$ cat config.mk
export PLATFORM = sky130hd
export DESIGN_NAME = solver_datapath_flat
export DESIGN_NICKNAME = d
export VERILOG_FILES = /design/src/rtl/solver_pkg.sv /design/src/rtl/solver_datapath_if.sv /design/src/rtl/solver_alu.sv /design/src/rtl/solver_datapath.sv /design/src/flat_wrapper.sv
export SDC_FILE = /design/constraint.sdc
export NUM_CORES = 1
export LEC_CHECK = 0
export ABC_AREA = 1
export CAP_MARGIN = 5
export CORE_MARGIN = 8
export CORE_UTILIZATION = 40
export CTS_CLUSTER_DIAMETER = 150
export CTS_CLUSTER_SIZE = 40
export DETAILED_ROUTE_END_ITERATION = 12
export SLEW_MARGIN = 10
export SYNTH_ARGS = -nofsm -noshare
export SYNTH_HDL_FRONTEND = slang
export SYNTH_HIERARCHICAL = 1
export SYNTH_SLANG_ARGS = --single-unit
$ cat constraint.sdc
create_clock -name clk -period 5 [get_ports clk]
set_input_delay 0.5 -clock clk [delete_from_list [all_inputs] [get_ports clk]]
set_output_delay 0.5 -clock clk [all_outputs]
set_load 0.01 [all_outputs]
$ cat src/rtl/solver_pkg.sv
// Shared encodings for the expression-solver datapath and its control block.
package solver_pkg;

  localparam int DATA_W_DEF = 8;

  typedef logic [1:0] sel_t;

  // ALU operation select
  localparam logic OP_ADD = 1'b0;
  localparam logic OP_MUL = 1'b1;

  // Operand A select
  localparam sel_t M0_RX   = 2'b00;
  localparam sel_t M0_RS   = 2'b01;
  localparam sel_t M0_RH   = 2'b10;
  localparam sel_t M0_CAPC = 2'b11;

  // Operand B select
  localparam sel_t M1_RX   = 2'b00;
  localparam sel_t M1_CAPA = 2'b01;
  localparam sel_t M1_CAPB = 2'b10;
  localparam sel_t M1_RH   = 2'b11;

  // Write-back source select (two codes alias the ALU result)
  localparam sel_t M2_ALU  = 2'b00;
  localparam sel_t M2_OPA  = 2'b01;
  localparam sel_t M2_ALU2 = 2'b10;
  localparam sel_t M2_ZERO = 2'b11;

  // True when the write-back source is the ALU result
  function automatic logic wb_uses_alu(input sel_t m2);
    return (m2 == M2_ALU) || (m2 == M2_ALU2);
  endfunction

endpackage

$ cat src/rtl/solver_datapath_if.sv
// Host/control bus of the solver datapath: operand capture, control word,
// and the valid/ready result handshake with its sticky status flags.
interface solver_datapath_if #(
  parameter int DATA_W = solver_pkg::DATA_W_DEF
);
  logic              start;
  logic [DATA_W-1:0] x_in;
  logic [DATA_W-1:0] a_in;
  logic [DATA_W-1:0] b_in;
  logic [DATA_W-1:0] c_in;
  logic              LX;
  logic              LS;
  logic              LH;
  logic              OP;
  logic [1:0]        M0;
  logic [1:0]        M1;
  logic [1:0]        M2;
  logic              completed;
  logic [DATA_W-1:0] res_o;
  logic              res_valid;
  logic              res_ready;
  logic              ovf;
  logic              dropped;

  // Host + control block side
  modport master (
    output start, x_in, a_in, b_in, c_in,
    output LX, LS, LH, OP, M0, M1, M2, completed,
    output res_ready,
    input  res_o, res_valid, ovf, dropped
  );

  // Datapath side
  modport slave (
    input  start, x_in, a_in, b_in, c_in,
    input  LX, LS, LH, OP, M0, M1, M2, completed,
    input  res_ready,
    output res_o, res_valid, ovf, dropped
  );
endinterface

$ cat src/rtl/solver_alu.sv
// Combinational unsigned add/multiply with a double-width internal result.
// Reports whether the upper half is nonzero and produces the write-back
// word: truncated, or all ones on overflow when SAT is set.
module solver_alu
  import solver_pkg::*;
#(
  parameter int DATA_W = DATA_W_DEF,
  parameter bit SAT    = 1'b0
) (
  input  logic              op,
  input  logic [DATA_W-1:0] a,
  input  logic [DATA_W-1:0] b,
  output logic              hi_nz,
  output logic [DATA_W-1:0] wb
);

  localparam int W2 = 2 * DATA_W;

  logic [W2-1:0] full;

  // Full-width result, overflow detect and write-back word
  always_comb begin
    full = '0;
    if (op == OP_MUL) begin
      full = W2'(a) * W2'(b);
    end else begin
      full = W2'(a) + W2'(b);
    end
    hi_nz = |full[W2-1:DATA_W];
    wb    = full[DATA_W-1:0];
    if (SAT && hi_nz) begin
      wb = '1;
    end
  end

endmodule

$ cat src/rtl/solver_datapath.sv
// Datapath responder for the expression-solver control FSM.
// Captures operands on start, executes the per-cycle control word
// (loads, operand muxing, ALU) and offers the final rS on a valid/ready
// output when completed arrives.
// Optional macro SOLVER_SAT_EN: ALU write-backs that overflow store all
// ones instead of the wrapped low bits.
module solver_datapath
  import solver_pkg::*;
#(
  parameter int DATA_W = DATA_W_DEF
) (
  input logic               clk,
  input logic               rst,
  solver_datapath_if.slave  bus
);

`ifdef SOLVER_SAT_EN
  localparam bit SAT_EN = 1'b1;
`else
  localparam bit SAT_EN = 1'b0;
`endif

  logic [DATA_W-1:0] cap_x, cap_a, cap_b, cap_c;
  logic [DATA_W-1:0] rx, rs, rh;
  logic [DATA_W-1:0] res;
  logic              res_valid;
  logic              ovf;
  logic              dropped;

  logic [DATA_W-1:0] opa, opb;
  logic [DATA_W-1:0] alu_wb;
  logic              alu_hi_nz;
  logic [DATA_W-1:0] wb_val;
  logic              ovf_set;
  logic              accept;

  solver_alu #(
    .DATA_W (DATA_W),
    .SAT    (SAT_EN)
  ) u_alu (
    .op    (bus.OP),
    .a     (opa),
    .b     (opb),
    .hi_nz (alu_hi_nz),
    .wb    (alu_wb)
  );

  // Operand muxes, write-back source and overflow qualification
  always_comb begin
    opa = rx;
    case (bus.M0)
      M0_RX:   opa = rx;
      M0_RS:   opa = rs;
      M0_RH:   opa = rh;
      default: opa = cap_c;
    endcase

    opb = rx;
    case (bus.M1)
      M1_RX:   opb = rx;
      M1_CAPA: opb = cap_a;
      M1_CAPB: opb = cap_b;
      default: opb = rh;
    endcase

    wb_val = alu_wb;
    case (bus.M2)
      M2_OPA:  wb_val = opa;
      M2_ZERO: wb_val = '0;
      default: wb_val = alu_wb;
    endcase

    // Overflow only counts when an ALU result is actually written back
    ovf_set = wb_uses_alu(bus.M2) && (bus.LS || bus.LH) && alu_hi_nz;

    // A new result is taken if the slot is empty or being drained this cycle
    accept = !res_valid || bus.res_ready;
  end

  // Operand capture on start
  always_ff @(posedge clk or posedge rst) begin
    if (rst) begin
      cap_x <= '0;
      cap_a <= '0;
      cap_b <= '0;
      cap_c <= '0;
    end else if (bus.start) begin
      cap_x <= bus.x_in;
      cap_a <= bus.a_in;
      cap_b <= bus.b_in;
      cap_c <= bus.c_in;
    end
  end

  // Working registers; every load sees pre-edge values
  always_ff @(posedge clk or posedge rst) begin
    if (rst) begin
      rx <= '0;
      rs <= '0;
      rh <= '0;
    end else begin
      if (bus.LX) rx <= cap_x;
      if (bus.LS) rs <= wb_val;
      if (bus.LH) rh <= wb_val;
    end
  end

  // Sticky overflow, cleared by a new start; a same-cycle overflow wins
  always_ff @(posedge clk or posedge rst) begin
    if (rst) begin
      ovf <= 1'b0;
    end else if (ovf_set) begin
      ovf <= 1'b1;
    end else if (bus.start) begin
      ovf <= 1'b0;
    end
  end

  // Result handshake: load on completed when the slot can take it, else drop
  always_ff @(posedge clk or posedge rst) begin
    if (rst) begin
      res       <= '0;
      res_valid <= 1'b0;
      dropped   <= 1'b0;
    end else begin
      if (res_valid && bus.res_ready) begin
        res_valid <= 1'b0;
      end
      if (bus.completed) begin
        if (accept) begin
          res       <= rs;
          res_valid <= 1'b1;
        end else begin
          dropped <= 1'b1;
        end
      end
    end
  end

  assign bus.res_o     = res;
  assign bus.res_valid = res_valid;
  assign bus.ovf       = ovf;
  assign bus.dropped   = dropped;

endmodule

$ cat src/flat_wrapper.sv
// flat-port wrapper written by rule: the top's interface ports become plain ports
module solver_datapath_flat import solver_pkg::*;
#(
  parameter int DATA_W = DATA_W_DEF
)
  (clk, rst, bus_start, bus_x_in, bus_a_in, bus_b_in, bus_c_in, bus_LX, bus_LS, bus_LH, bus_OP, bus_M0, bus_M1, bus_M2, bus_completed, bus_res_ready, bus_res_o, bus_res_valid, bus_ovf, bus_dropped);
  solver_datapath_if #(.DATA_W(DATA_W)) bus_i ();
  input logic clk;
  input logic rst;
  input wire logic [$bits(bus_i.start)-1:0] bus_start;
  input wire logic [$bits(bus_i.x_in)-1:0] bus_x_in;
  input wire logic [$bits(bus_i.a_in)-1:0] bus_a_in;
  input wire logic [$bits(bus_i.b_in)-1:0] bus_b_in;
  input wire logic [$bits(bus_i.c_in)-1:0] bus_c_in;
  input wire logic [$bits(bus_i.LX)-1:0] bus_LX;
  input wire logic [$bits(bus_i.LS)-1:0] bus_LS;
  input wire logic [$bits(bus_i.LH)-1:0] bus_LH;
  input wire logic [$bits(bus_i.OP)-1:0] bus_OP;
  input wire logic [$bits(bus_i.M0)-1:0] bus_M0;
  input wire logic [$bits(bus_i.M1)-1:0] bus_M1;
  input wire logic [$bits(bus_i.M2)-1:0] bus_M2;
  input wire logic [$bits(bus_i.completed)-1:0] bus_completed;
  input wire logic [$bits(bus_i.res_ready)-1:0] bus_res_ready;
  output wire logic [$bits(bus_i.res_o)-1:0] bus_res_o;
  output wire logic [$bits(bus_i.res_valid)-1:0] bus_res_valid;
  output wire logic [$bits(bus_i.ovf)-1:0] bus_ovf;
  output wire logic [$bits(bus_i.dropped)-1:0] bus_dropped;
  assign bus_i.start = bus_start;
  assign bus_i.x_in = bus_x_in;
  assign bus_i.a_in = bus_a_in;
  assign bus_i.b_in = bus_b_in;
  assign bus_i.c_in = bus_c_in;
  assign bus_i.LX = bus_LX;
  assign bus_i.LS = bus_LS;
  assign bus_i.LH = bus_LH;
  assign bus_i.OP = bus_OP;
  assign bus_i.M0 = bus_M0;
  assign bus_i.M1 = bus_M1;
  assign bus_i.M2 = bus_M2;
  assign bus_i.completed = bus_completed;
  assign bus_i.res_ready = bus_res_ready;
  assign bus_res_o = bus_i.res_o;
  assign bus_res_valid = bus_i.res_valid;
  assign bus_ovf = bus_i.ovf;
  assign bus_dropped = bus_i.dropped;
  solver_datapath #(.DATA_W(DATA_W)) u_core (.clk(clk), .rst(rst), .bus(bus_i));
endmodule
After elaboration in Yosys (flattened, before gate mapping)
Cells that the tools add are included.
- bits in registers: 67
- bits of input ports: 47
- output and inout port bits: 11
- word-level logic and storage cells: 44
- add/subtract/negate cells: 1
- $mul: 1
- equal/unequal tests: 7
- multiplexer cells: 9
- bitwise operators: 1
- reductions and logical operators: 14
- operators with widths (operator ; count):
    8-bit one-hot mux with 3 select lines ; 2
    8-bit by 8-bit multiplier with 16-bit output ; 1
    16-bit two-way mux ; 1
    8-bit one-hot mux with 2 select lines ; 1
    8-bit by 8-bit adder with 9-bit output ; 1
    2-bit equality test (second input constant) ; 4
    8-bit OR reduction ; 1
    2-bit by 1-bit equality test with 1-bit output (second input constant) ; 3
    2-bit zero test ; 3
    1-bit two-way mux ; 5
    2-bit AND reduction ; 2
    1-bit logical AND ; 3
    1-bit logical OR ; 3
    2-bit nonzero test ; 1
    1-bit zero test ; 1
    1-bit inverter ; 1

Depth between registers and ports, before layout
Gate-level depths: netlist (run 1).
- depth after elaboration: 7
- gate-level depth with buffers: 29

By module
Netlist (run 1), hierarchy kept.
- modules (own cells, without submodules) (module ; times used ; cells each ; area an instance (µm²)):
    solver_datapath ; 1 ; 370 ; 3079.2
    solver_alu ; 1 ; 434 ; 2747.6

Least setup slack after synthesis (run 1)
No wires, ideal clock.
- kind: input-to-reg
- start point: input bus_M1[1]
- end point: register u_core.ovf, in the netlist u_core/bus.ovf
- library setup time: 130 ps
- arrival time: 4602 ps
- required time: 4870 ps
- setup slack: 268 ps
- cell stages on the path: 23
- buffers on the path: 0
- path through: nor2_1 -> nand2_1 -> o2111ai_1 -> ha_1 -> fa_1 -> inv_1 -> fa_1 -> fa_1 -> fa_1 -> inv_1 -> ha_1 -> nand2_1 -> inv_1 -> nand2_1 -> nand2_1 -> nand2_1 -> nand4_1 -> nand3_1 -> nand2_1 -> nor2_1 -> nand2_1 -> o211ai_1 -> o21ai_0
- longest elaborated chain between the ends: 7
- elaborated cells on any way between the ends: 11
- classes of those cells: 1 x add/sub; 1 x mul; 2 x eq/ne; 3 x mux; 4 x reduce/logical
- ends and longest elaborated chain (item ; RTL line ; RTL):
    start: declaration ; flat_wrapper.sv:20 ; input wire logic [$bits(bus_i.M1)-1:0] bus_M1;
    2-bit equality test (tied with other cells) ; solver_datapath.sv:59 ; case (bus.M1)
    8-bit one-hot mux with 3 select lines (*) ; solver_datapath.sv:59 ;
    via u_core.opb[4] ; solver_datapath.sv:30 ; logic [DATA_W-1:0] opa, opb;
    8-bit by 8-bit multiplier with 16-bit output or 8-bit by 8-bit adder with 9-bit output (tied branches) ; solver_alu.sv:25, solver_alu.sv:27 ;
    16-bit two-way mux (*) ; solver_alu.sv:24 ; if (op == OP_MUL) begin
    8-bit OR reduction (*) ; solver_alu.sv:29 ; hi_nz = |full[W2-1:DATA_W];
    via u_core.alu_hi_nz ; solver_datapath.sv:32 ; logic alu_hi_nz;
    1-bit logical AND (*) ; solver_datapath.sv:74 ; ovf_set = wb_uses_alu(bus.M2) && (bus.LS || bus.LH) && alu_hi_nz;
    1-bit two-way mux or 2-bit nonzero test (tied branches) ; - ;
    end signal: assignment ; solver_datapath.sv:111 ; ovf <= 1'b0;
    end signal: assignment ; solver_datapath.sv:113 ; ovf <= 1'b1;
    end signal: assignment ; solver_datapath.sv:115 ; ovf <= 1'b0;
    end: declaration ; solver_datapath.sv:27 ; logic ovf;
The timed path passes the listed nets; every way through them passes the cells marked *.
A chain may end at the register's enable or synchronous reset.

Final worst setup path (run 1)
- start point: input bus_M1[1]
- end point: register u_core.rs[7]
- longest elaborated chain between the ends: 5
- elaborated cells on any way between the ends: 8
- classes of those cells: 1 x add/sub; 1 x mul; 2 x eq/ne; 3 x mux; 1 x reduce/logical
- ends and longest elaborated chain (item ; RTL line ; RTL):
    2-bit equality test (tied with other cells) ; solver_datapath.sv:59 ;
    8-bit one-hot mux with 3 select lines (*) ; solver_datapath.sv:59 ;
    via u_core.opb[4] ; solver_datapath.sv:30 ;
    8-bit by 8-bit multiplier with 16-bit output or 8-bit by 8-bit adder with 9-bit output (tied branches) ; solver_alu.sv:25, solver_alu.sv:27 ;
    16-bit two-way mux (*) ; solver_alu.sv:24 ;
    via u_core.alu_wb[7] ; solver_datapath.sv:31 ; logic [DATA_W-1:0] alu_wb;
    8-bit one-hot mux with 2 select lines (*) ; solver_datapath.sv:67 ; case (bus.M2)
    end signal: assignment ; solver_datapath.sv:103 ; if (bus.LS) rs <= wb_val;
    end: declaration ; solver_datapath.sv:24 ; logic [DATA_W-1:0] rx, rs, rh;
Marks and branches as above.

==> qor.yml, run 1 <==
status: "finished clean"
netlist_area_sq_um: 5827
dpl.hpwl_mm: 13.17
cp-end-kind: "flip-flop"
clkTransAtPathRegs_ns: 0.06
grt_max_degree: 62
stdcell_area_sq_um: 7475
mostFrequentLayoutCell: "nand2_1"
clock-sinks: 67
syn2layout_area_growth_pct: 28.28
avgSynthCellArea_sq_um: 7.247
yosysTopAreaCellShare: 0.2877
initial_utilization: 0.4055
boundaryPins: 58
critPathRequiredTime_ns: 5.28
grt_pass1_wl_mm: 27.06
antenna_cells: 0
vias: 5365
coreArea_sq_um: 14370
worstSetupStartpointType: "primary input"
die_w_um: 136.7
placed_cell_area_sq_um: 7037
period_minus_slack_ns: 4.702
wirelength_mm: 16.13
io_buffers: 57
fin_cells: 1112
path_class: "primary input to flip-flop"
cts_max_path_buffers: 2
initialDrtViolationCount: 355
relSlewSlack: 0.3651
cts_htree_levels: 3
fmax_mhz: 212.7
nets: 1051
clockRootBuffer: "clkbuf_16"
p_total_w: 0.003372
p_per_area_nw_per_um2: 451.1
syn_nets: 932
cap_violations: 0
drive_gt1_frac: 0.1476
final_max_slew_viol_count: 0
dr.pass1.iters: 7
rows: 44
synth_warnings: 6
finalSetupViolations: 0
fp.dieArea_sq_um: 18690
cts_buffers: 9
clock_skew_ns: 0.007999
finalHoldViolCount: 0
remaining_drc_errors: 0
clk_latency_ns: 0.33
ys_types: 27
fill_cells: 1420
cp_max_fo: 5
final_cell_mix: "263 x nand2_1, 168 x inv_1, 67 x dfrtp_1, 67 x buf_4, 52 x clkdlybuf4s50_1"
gp_congestion: 0.9747
finalCritPeriodShare: 0.9404
ys_seq_area_frac: 0.2877
vias_per_cell: 4.825
grt_overflow: 0
wl_per_cell_um: 14.50
tightest_slew_ns: 0.9524
hp-class: "flip-flop to flip-flop"
grt_usage: 0.1818
ys_ff_latch: 67
rsz0062_at_grt: "no"
synth_area_leader_cell: "dfrtp_1"
yosys-top-cells-area: "dfrtp_1 29%, nand2_1 18%, fa_1 13%"
irDropWorstVdd_mv: 0.2581
antenna_found_initial: 0
ant_nets: 0
hold_buffers: 0
synth_cells: 804
p_leak_nw: 4.160
cts_tree: "built"
die_h_um: 136.7
place_inst: 1094
grt_pass1_vias: 5426
critPathArrivalTime_ns: 4.98
-- registers in the layout (all words and copies together) (netlist names) --
| name | count |
|---|---|
| u_core/cap_x | 8 |
| u_core/bus.ovf | 1 |
| u_core/cap_a | 8 |
| u_core/bus.res_valid | 1 |
| u_core/rx | 8 |
| u_core/cap_b | 8 |
| u_core/cap_c | 8 |
| u_core/rh | 8 |
| u_core/bus.dropped | 1 |
| u_core/bus.res_o | 8 |
| u_core/rs | 8 |
-- per-stage QoR --
step | hold slack [ns] | setup TNS [ns] | utilization | worst slack (ns)
4_1_cts | 0.4845 | 0 | 0.5184 | 0.03392
3_3_place_gp | 0.4657 | -3.321 | 0.4897 | -0.6569
6_report | 0.4807 | 0 | 0.5202 | 0.2978
2_1_floorplan | 0.4614 | 0 | - | 0.2680
3_5_place_dp | 0.4673 | -3.465 | 0.4897 | -0.6672
5_1_grt | 0.4994 | 0 | 0.5202 | 0.001191
-- cell families (layout without fill, tap and decap cells) --
kind of cell,after synthesis,count (layout),synth area share
AOI/OAI and AO/OA,83,83,0.07709
xor gates and xnor gates,4,4,0.006012
adders and majority gates,81,81,0.2216
buffers and inverters,189,313,0.1248
DFF,67,67,0.2877
muxes,12,12,0.02319
and+or+nand+nor,368,368,0.2596
-- what timing repair did --
| action | CTS | global route |
|---|---|---|
| gates resized for setup | 23 | 29 |
| pin swaps | 4 | 5 |
| setup endpoints to repair | 6 | 7 |
| hold endpoints to repair | 0 | 0 |
| setup buffers | 2 | 0 |
-- worst max-delay path, stage by stage --
cell and delay, ns:
clkbuf_2 0.13, inv_2 0.08, nand2_2 0.08, buf_4 0.16, o2111ai_1 0.18, buf_4 0.19
buf_4 0.13, nand2_1 0.06, fa_1 0.43, inv_1 0.09, fa_1 0.38, inv_1 0.07
fa_1 0.43, fa_1 0.55, inv_1 0.04, ha_1 0.35, nand2_1 0.12, nand3_2 0.14
buf_4 0.16, xor2_1 0.17, nand2_1 0.11, o21ai_1 0.12, nand2_1 0.06, nand2_1 0.11
nand2_1 0.06, nand2_1 0.07
-- cell usage after synthesis --
cell / count
nand3b_1: 2
ha_1: 44
nand3_1: 49
nand3_2: 2
inv_2: 1
and2_1: 8
o2111ai_1: 4
o211ai_1: 1
a21oi_1: 24
fa_1: 37
nor2_2: 3
o21ai_0: 44
a21oi_2: 2
mux2_2: 12
o21ai_1: 2
buf_2: 5
nor2_4: 1
nand4_1: 6
buf_4: 3
inv_1: 171
o22ai_1: 5
clkbuf_1: 9
dfrtp_1: 67
nand2_1: 272
o21bai_1: 1
nor2_1: 25
xor2_1: 4
-- where the power goes --
part / switching [W] / internal (W) / total, W
logic: 0.00112 / 0.000906 / 0.00202
clock network: 0.000248 / 0.000391 / 0.000639
registers: 0.0000752 / 0.000635 / 0.000710
-- layout make-up --
type	count	area (sq um)	area share
clock buffer	10	229.0	0.03063
clock inverter	6	70.07	0.009374
inverter	172	645.6	0.08637
tap	184	230.2	0.03080
timing repair buffer	125	1065	0.1425
sequential	67	1677	0.2243
multi-input combinational	548	3558	0.4761
-- per-layer routing --
metal / track usage / share of wire / up-vias
met3: 0.03084 / 0.045 / 23
li1: - / - / 2695
met2: 0.3005 / 0.47 / 129
met5: 0 / 0 / -
met1: 0.2383 / 0.46 / 2518
met4: 0.05430 / 0.021 / 0
-- worst paths after layout --
kind | startpoint | to | slack [ns] | cells after the start
setup / recovery | bus_M1[1] | u_core/rs[7] | 0.30 | 26
hold / removal | u_core/bus.dropped | u_core/bus.dropped | 0.48 | 1
setup reg to reg | u_core/rs[5] | u_core/bus.ovf | 0.33 | 22
hold reg to reg | u_core/bus.dropped | u_core/bus.dropped | 0.48 | 1
max in group asynchronous | rst | u_core/rh[3] | 3.50 | 3
min in group asynchronous | rst | u_core/cap_x[3] | 0.58 | 2
(Power assumes the default switching activity.)
==> run 2, diff against run 1 <==
--- a/config.mk
+++ b/config.mk
@@ -6,6 +6,7 @@
 export NUM_CORES = 1
 export LEC_CHECK = 0
 export ABC_AREA = 1
+export ABC_CLOCK_PERIOD_IN_PS = 5000
 export CAP_MARGIN = 5
 export CORE_MARGIN = 8
 export CORE_UTILIZATION = 40
==> results of run 2 <==
Final layout, timing and power as in run 1 (identical DEF).
